**config.mk**
```make
export PLATFORM = sky130hd
export DESIGN_NAME = scan_encoder16x4_flat
export DESIGN_NICKNAME = d
export VERILOG_FILES = /design/src/rtl/scan_pkg.sv /design/src/rtl/scan_encoder16x4_if.sv /design/src/rtl/encoder4x2.sv /design/src/rtl/scan_encoder16x4.sv /design/src/flat_wrapper.sv
export SDC_FILE = /design/constraint.sdc
export NUM_CORES = 1
export LEC_CHECK = 0
export ABC_AREA = 1
export ABC_CLOCK_PERIOD_IN_PS = 5100
export CAP_MARGIN = 20
export CORE_MARGIN = 1
export CORE_UTILIZATION = 53
export CTS_CLUSTER_SIZE = 16
export DETAILED_ROUTE_END_ITERATION = 10
export PLACE_DENSITY = 0.8
export SLEW_MARGIN = 5
export SYNTH_ARGS = -nofsm -noshare
export SYNTH_HDL_FRONTEND = slang
export SYNTH_SLANG_ARGS = --single-unit
```
**constraint.sdc**
```tcl
create_clock -name clk -period 5.1 [get_ports clk]
set_input_delay 1.02 -clock clk [delete_from_list [all_inputs] [get_ports clk]]
set_output_delay 1.02 -clock clk [all_outputs]
set_load 0.02 [all_outputs]
```
**src/rtl/scan_pkg.sv**
```systemverilog
// rtl/scan_pkg.sv - shared state encoding, widths and popcount for scan_encoder16x4
package scan_pkg;

    typedef enum logic [1:0] {
        IDLE = 2'b00,
        EMIT = 2'b01,
        DONE = 2'b10
    } state_t;

    localparam int N_LINES = 16;
    localparam int CODE_W  = 4;

    function automatic logic [CODE_W:0] popcount16(input logic [N_LINES-1:0] v);
        logic [CODE_W:0] c;
        c = '0;
        for (int i = 0; i < N_LINES; i++) begin
            c = c + (CODE_W+1)'(v[i]);
        end
        return c;
    endfunction

endpackage

```
**src/rtl/scan_encoder16x4_if.sv**
```systemverilog
// rtl/scan_encoder16x4_if.sv - request load and code handshake bundle
interface scan_encoder16x4_if;
    import scan_pkg::*;

    logic [N_LINES-1:0] req;
    logic               load;
    logic               ready;
    logic [CODE_W-1:0]  code;
    logic               valid;
    logic               busy;
    logic               done;
    logic [CODE_W:0]    remaining;

    modport master (
        output req, load, ready,
        input  code, valid, busy, done, remaining
    );

    modport slave (
        input  req, load, ready,
        output code, valid, busy, done, remaining
    );

endinterface

```
**src/rtl/encoder4x2.sv**
```systemverilog
// rtl/encoder4x2.sv - combinational 4-to-2 priority encoder, bit 3 highest
module encoder4x2 (
    input  logic [3:0] d,
    output logic [1:0] y,
    output logic       any
);

    always_comb begin
        y = 2'd0;
        if (d[3])      y = 2'd3;
        else if (d[2]) y = 2'd2;
        else if (d[1]) y = 2'd1;
    end

    assign any = |d;

endmodule

```
**src/rtl/scan_encoder16x4.sv**
```systemverilog
// rtl/scan_encoder16x4.sv - sequential 16-to-4 priority encoder, emits every set index highest first
module scan_encoder16x4
    import scan_pkg::*;
(
    input  logic              clk,
    input  logic              rst,
    scan_encoder16x4_if.slave bus
);

    state_t             state_q, state_d;
    logic [N_LINES-1:0] pending_q, pending_d;
    logic [N_LINES-1:0] cleared;
    logic [1:0]         nib_y [4];
    logic [3:0]         nib_any;
    logic [CODE_W-1:0]  enc_code;
    logic               enc_any;

    // Nibble encoders feed a second-level encoder that picks the highest non-empty nibble.
    for (genvar g = 0; g < 4; g++) begin : g_nib
        encoder4x2 u_nib (
            .d   (pending_q[4*g +: 4]),
            .y   (nib_y[g]),
            .any (nib_any[g])
        );
    end

    encoder4x2 u_top (
        .d   (nib_any),
        .y   (enc_code[3:2]),
        .any (enc_any)
    );

    assign enc_code[1:0] = nib_y[enc_code[3:2]];
    assign cleared       = pending_q & ~(N_LINES'(1) << enc_code);

    always_comb begin
        state_d   = state_q;
        pending_d = pending_q;
        case (state_q)
            IDLE: begin
                if (bus.load && (bus.req != '0)) begin
                    pending_d = bus.req;
                    state_d   = EMIT;
                end
            end
            EMIT: begin
                if (bus.ready) begin
                    pending_d = cleared;
                    if (cleared == '0) state_d = DONE;
                end
            end
            DONE:    state_d = IDLE;
            default: state_d = IDLE;
        endcase
    end

    always_ff @(posedge clk) begin
        if (rst) begin
            state_q   <= IDLE;
            pending_q <= '0;
        end else begin
            state_q   <= state_d;
            pending_q <= pending_d;
        end
    end

    // Outputs depend only on registered state; pending is nonzero throughout EMIT.
    assign bus.valid     = (state_q == EMIT) && enc_any;
    assign bus.code      = bus.valid ? enc_code : '0;
    assign bus.busy      = (state_q != IDLE);
    assign bus.done      = (state_q == DONE);
    assign bus.remaining = popcount16(pending_q);

endmodule

```
**src/flat_wrapper.sv**
```systemverilog
// flat-port wrapper written by rule: the top's interface ports become plain ports
module scan_encoder16x4_flat import scan_pkg::*;
  (clk, rst, bus_req, bus_load, bus_ready, bus_code, bus_valid, bus_busy, bus_done, bus_remaining);
  scan_encoder16x4_if bus_i ();
  input  logic clk;
  input  logic rst;
  input wire logic [$bits(bus_i.req)-1:0] bus_req;
  input wire logic [$bits(bus_i.load)-1:0] bus_load;
  input wire logic [$bits(bus_i.ready)-1:0] bus_ready;
  output wire logic [$bits(bus_i.code)-1:0] bus_code;
  output wire logic [$bits(bus_i.valid)-1:0] bus_valid;
  output wire logic [$bits(bus_i.busy)-1:0] bus_busy;
  output wire logic [$bits(bus_i.done)-1:0] bus_done;
  output wire logic [$bits(bus_i.remaining)-1:0] bus_remaining;
  assign bus_i.req = bus_req;
  assign bus_i.load = bus_load;
  assign bus_i.ready = bus_ready;
  assign bus_code = bus_i.code;
  assign bus_valid = bus_i.valid;
  assign bus_busy = bus_i.busy;
  assign bus_done = bus_i.done;
  assign bus_remaining = bus_i.remaining;
  scan_encoder16x4 u_core (.clk(clk), .rst(rst), .bus(bus_i));
endmodule
```
# [After elaboration in Yosys (flattened, before gate mapping)]
# Cells that the tools add are included.
[op_classes] add_sub_neg=15 n_mul=0 n_div=0 order_cmp=1 eq_ne=5 n_shift=1 n_mux=26 bitwise_logic=3 reduce_logical=13
[op_table] operator="adder 5 x 1 -> 5 bit" count=14
[op_table] operator="2-to-1 mux 16 bit" count=2
[op_table] operator="one-hot mux 16 bit (2 select lines)" count=1
[op_table] operator="2-to-1 mux 2 bit" count=15
[op_table] operator="bitwise AND 16 bit" count=1
[op_table] operator="logical NOT 16 bit" count=1
[op_table] operator="NOT 16 bit" count=1
[op_table] operator="nonzero test 16 bit" count=1
[op_table] operator="OR reduction 16 bit" count=1
[op_table] operator="left shift 1 x 4 -> 16 bit (first input constant)" count=1
[op_table] operator="OR reduction 4 bit" count=3
[op_table] operator="AND reduction 3 bit" count=2
[op_table] operator="2-to-1 mux 1 bit" count=5
[op_table] operator="binary-select mux 2 bit (select 2 bit)" count=1
[op_table] operator="2-to-1 mux 4 bit" count=1
[op_table] operator="inequality test 2 x 1 -> 1 bit (second input constant)" count=2
[op_table] operator="one-hot mux 2 bit (2 select lines)" count=1
[op_table] operator="nonzero test 2 bit" count=2
[op_table] operator="greater-or-equal comparator 3 bit (second input constant)" count=1
[op_table] operator="NOT 2 -> 3 bit" count=1
[op_table] operator="adder 1 x 1 -> 2 bit" count=1
[op_table] operator="== test 2 x 1 -> 1 bit (second input constant)" count=1
[op_table] operator="== test 2 bit (second input constant)" count=1
[op_table] operator="logical AND 1 bit" count=2
[op_table] operator="2 further kinds" count=2
[word_totals] register_bits=18 latch_bits=0 ram_bits=0 mem_bits_ro=0 input_bits=20 word_cells=66 memories=0

# [Longest topological paths before layout]
[logic_depth] word_depth=15 ltp_mapped=19

# [Modules after synthesis]
# Synthesis repeated with hierarchy kept, for this count alone.
[unflattened] cells_unflattened=293 hier_area_um2=1840.5
[by_module_without_submodules] mod="scan_encoder16x4" n_inst=1 cells_each=253 area_each_um2=1677.9 seq_area_each_um2=360.3
[by_module_without_submodules] mod="encoder4x2" n_inst=5 cells_each=8 area_each_um2=32.5 seq_area_each_um2=0.0

# [Worst setup path before layout]
# No wires, ideal clock.
[synth_path] path_kind="flip-flop to output port" startpoint="register u_core.pending_q[1]" endpoint="output bus_remaining[2]" arrival_ps=3665 t_required_ps=4080 slack_ps=415 stages_incl_launch_ff=14 path_buffers=0 cell_sequence="dfxtp_1 -> inv_1 -> ha_1 -> inv_1 -> fa_1 -> inv_1 -> fa_1 -> fa_1 -> inv_1 -> fa_1 -> fa_1 -> inv_1 -> fa_1 -> xor2_1"
[synth_between] elab_chain_len=15
[synth_lines] item="from (decl)" line="scan_encoder16x4.sv:11" text="logic [N_LINES-1:0] pending_q, pending_d;"
[synth_lines] item="from (signal assigned)" line="scan_encoder16x4.sv:63" text="pending_q <= pending_d;"
[synth_lines] item="adder 1 x 1 -> 2 bit" line="scan_pkg.sv:17" text="c = c + (CODE_W+1)'(v[i]);"
[synth_lines] item="adder 5 x 1 -> 5 bit (14 in series)" line="scan_pkg.sv:17"
[synth_lines] item="to (decl)" line="flat_wrapper.sv:14" text="output wire logic [$bits(bus_i.remaining)-1:0] bus_remaining;"
# No other way between the ends.

# [Final worst setup path]
[layout_path] startpoint="register u_core.pending_q[1]" endpoint="output bus_remaining[1]"
# The elaborated chain is that of the path after synthesis.

==> results.ini <==
[run_status]
status=completed

[sta]
timing.fmax_mhz=200
tightest_slew_ns=0.594
finClkSkew_ns=0.00133
setup_viol=0
hold_viol_final=0
timing.hold.ws_ns=0.542
layout_worst_path_cycle_share_pct=98.3
slew_viol_final=0
fin_crit_ns=5.01
rsz0062_at_grt=yes
slew_headroom_pct=60.3

[min_path]
hold_class=register to register
worstHoldEndpoint=u_core.state_q[1]$_SDFFE_PP0P_
whs_path_depth=2
min-delay-start=u_core.state_q[1]$_SDFFE_PP0P_

[clock_network]
path_clk_slew_ns=0.10
cts_buffers=3
cts_buffer_depth=2
cts_tree=built
cts-root-buf=clkbuf_4
clk_latency_ns=0.29
cts.sinks=18
htree_levels=1

[synthesis]
ys_seq_area_share_pct=20.3
synth_nets=306
synth-xor-area-share_pct=0.987
synthAdderAreaFrac_pct=16.2
yosysWarnings=0
synth_mux_area_share_pct=0
ys_ff_latch=18
synth_top_family_by_area=simple AND/OR/NAND/NOR gates
netlist_area_um2=1770
synth-compound-area-share_pct=18.4
synth_cells=269
synth.distinct_cells=25
avgSynthCellArea_um2=6.60
synth-simple-area-share_pct=32.1

[pwr]
intPower_w=0.000520
power_density_nw_per_um2=465
p_switching_w=0.000520
power.share.clock_pct=8.5
comb_power_share_pct=73.8
leakage_nw=1.08
vdd.ir_drop.worst_uv=475
swShare_pct=50.0
seqPwrFrac_pct=17.7

[finish]
multi_input_area_um2=1220
final_cell_mix=51 x nand2_1, 38 x inv_1, 34 x o21ai_0, 26 x clkdlybuf4s50_1, 23 x a21oi_1
area_growth_pct=26.1
seq_area_um2=363
fillers=276
drive_above_1_share_pct=17.3
antenna_cells=0
final_nets=345
utilization_pct=72.1
final_common_cell=nand2_1

[floorplan]
ios=32
die_h_um=59.9
die-area_um2=3580
core_area_um2=3100
initial_core_util_pct=57.2
fp.dieW_um=59.9
rows=20

[grt]
grt_pass1_vias=1642
use_met2_pct=42.5
grt-ovfl-total=0
grt_use_met3_pct=5.84
grt_use_met1_pct=37.8
grt_start_max_net_pins=33
track_usage_pct=27.5
busiest_layer=met2
grt_pass1_wl_um=7360
grt_antenna_before_repair=0

[worst_setup_path]
crit_type=register to primary output
start_kind=register
crit_required_ns=4.08
critical_path_arrival_ns=3.99
rrSetupSlack_ns=2.80
r2r_end=u_core.state_q[0]$_SDFFE_PP0P_
critPathMaxFanout=2
r2r_start=u_core.pending_q[13]$_SDFFE_PP0P_
ff2ff_path_depth=19
critPathCaptureType=primary output

[placement]
place_congestion=0.936
portBuffers=31
place_hpwl_um=3610

[flow_run]
drv_cap=0

[drt]
drc=0
post_drt_via_cell_ratio=5.37
vias=1885
wirelength_um=4640
ant_nets=0
wire_per_inst_um=13.2
drtIter0Drc=113
drtPass1Iterations=5

## state kept, by name, indices dropped and copies added (netlist names)
register	flops
u_core.state_q	2
u_core.pending_q	16
## cells in the mapped netlist, drive strengths merged
cell type  number  area share (%)
o21ai          36              10
a21oi          24             7.0
nand3          18             5.1
inv            49              11
nor4            4             1.4
fa             10              11
o22ai           1            0.35
clkbuf          7             1.5
o211ai          1            0.42
nand2          64              17
o2111ai         1            0.49
ha              7             4.9
nor2           25             8.1
nand4           2            0.71
dfxtp          18              20
xor2            2            0.99
## cells by family (layout without fill, tap and decap cells)
family                     count (synthesis)  after routing
AOI/OAI and AO/OA                         63             63
xor gates and xnor gates                   2              2
adders and majority gates                 17             17
buffers and inverters                     56             94
DFF                                       18             18
and+or+nand+nor                          113            113
## per-layer routing
layer | wire length, µm | part of all wire (%)
met1 | 2040 | 44
met5 | 0 | 0
met3 | 315 | 6.8
met2 | 2180 | 47
met4 | 99 | 2.1
## power groups by stage
stage,clock (W),combinational (W),sequential [W]
finish,0.0000881,0.000767,0.000185
global route,0.0000981,0.000840,0.000186
CTS,0.0000898,0.000703,0.000182
detailed placement,0,0.000746,0.000186
global placement,0,0.000721,0.000186
floorplan,0,0.000503,0.000179
## timing repair
action,CTS,global route
hold buffers,0,0
setup buffers,0,1
pin swaps,1,1
resized for setup,19,12
setup endpoints to repair,5,4
## worst max-delay path, cell delays in order, from the launching register on
cell	delay, ns
dfxtp_2	0.35
inv_2	0.05
ha_4	0.25
inv_2	0.03
fa_1	0.48
inv_1	0.06
fa_1	0.45
fa_1	0.51
inv_1	0.05
fa_1	0.45
fa_2	0.35
inv_2	0.08
fa_2	0.44
buf_6	0.14
## area by class of cell
type                    count  area share, %
flip-flops and latches     18           16.2
inverters                  49           8.33
multi-input cells         195           54.5
well taps                  44           2.46
repair buffers             41           16.9
clock buffers               4           1.62
## worst max path at each step
stage	start	endpoint	slack [ns]	depth (start not counted)
floorplan	u_core.pending_q[1]$_SDFFE_PP0P_	bus_remaining[2]	0.41	13
global placement	u_core.pending_q[1]$_SDFFE_PP0P_	bus_remaining[2]	0.03	14
detailed placement	u_core.pending_q[1]$_SDFFE_PP0P_	bus_remaining[2]	-0.07	14
CTS	u_core.pending_q[1]$_SDFFE_PP0P_	bus_remaining[1]	0.008	13
global route	u_core.pending_q[1]$_SDFFE_PP0P_	bus_remaining[1]	-0.07	13
finish	u_core.pending_q[1]$_SDFFE_PP0P_	bus_remaining[1]	0.09	13
## stage by stage
| stage | setup TNS, ns | power, W | std cells | setup slack [ns] | cell area (µm²) |
|---|---|---|---|---|---|
| floorplan | 0 | 0.000682 | 269 | 0.415 | 1770 |
| global placement | 0 | 0.000907 | 346 | 0.0302 | 2180 |
| detailed placement | -0.239 | 0.000932 | 346 | -0.0733 | 2180 |
| CTS | 0 | 0.000975 | 350 | 0.00806 | 2200 |
| global route | -0.140 | 0.00112 | 351 | -0.0684 | 2240 |
| finish | 0 | 0.00104 | 351 | 0.0890 | 2240 |
Power figures use the tool's default switching activity.
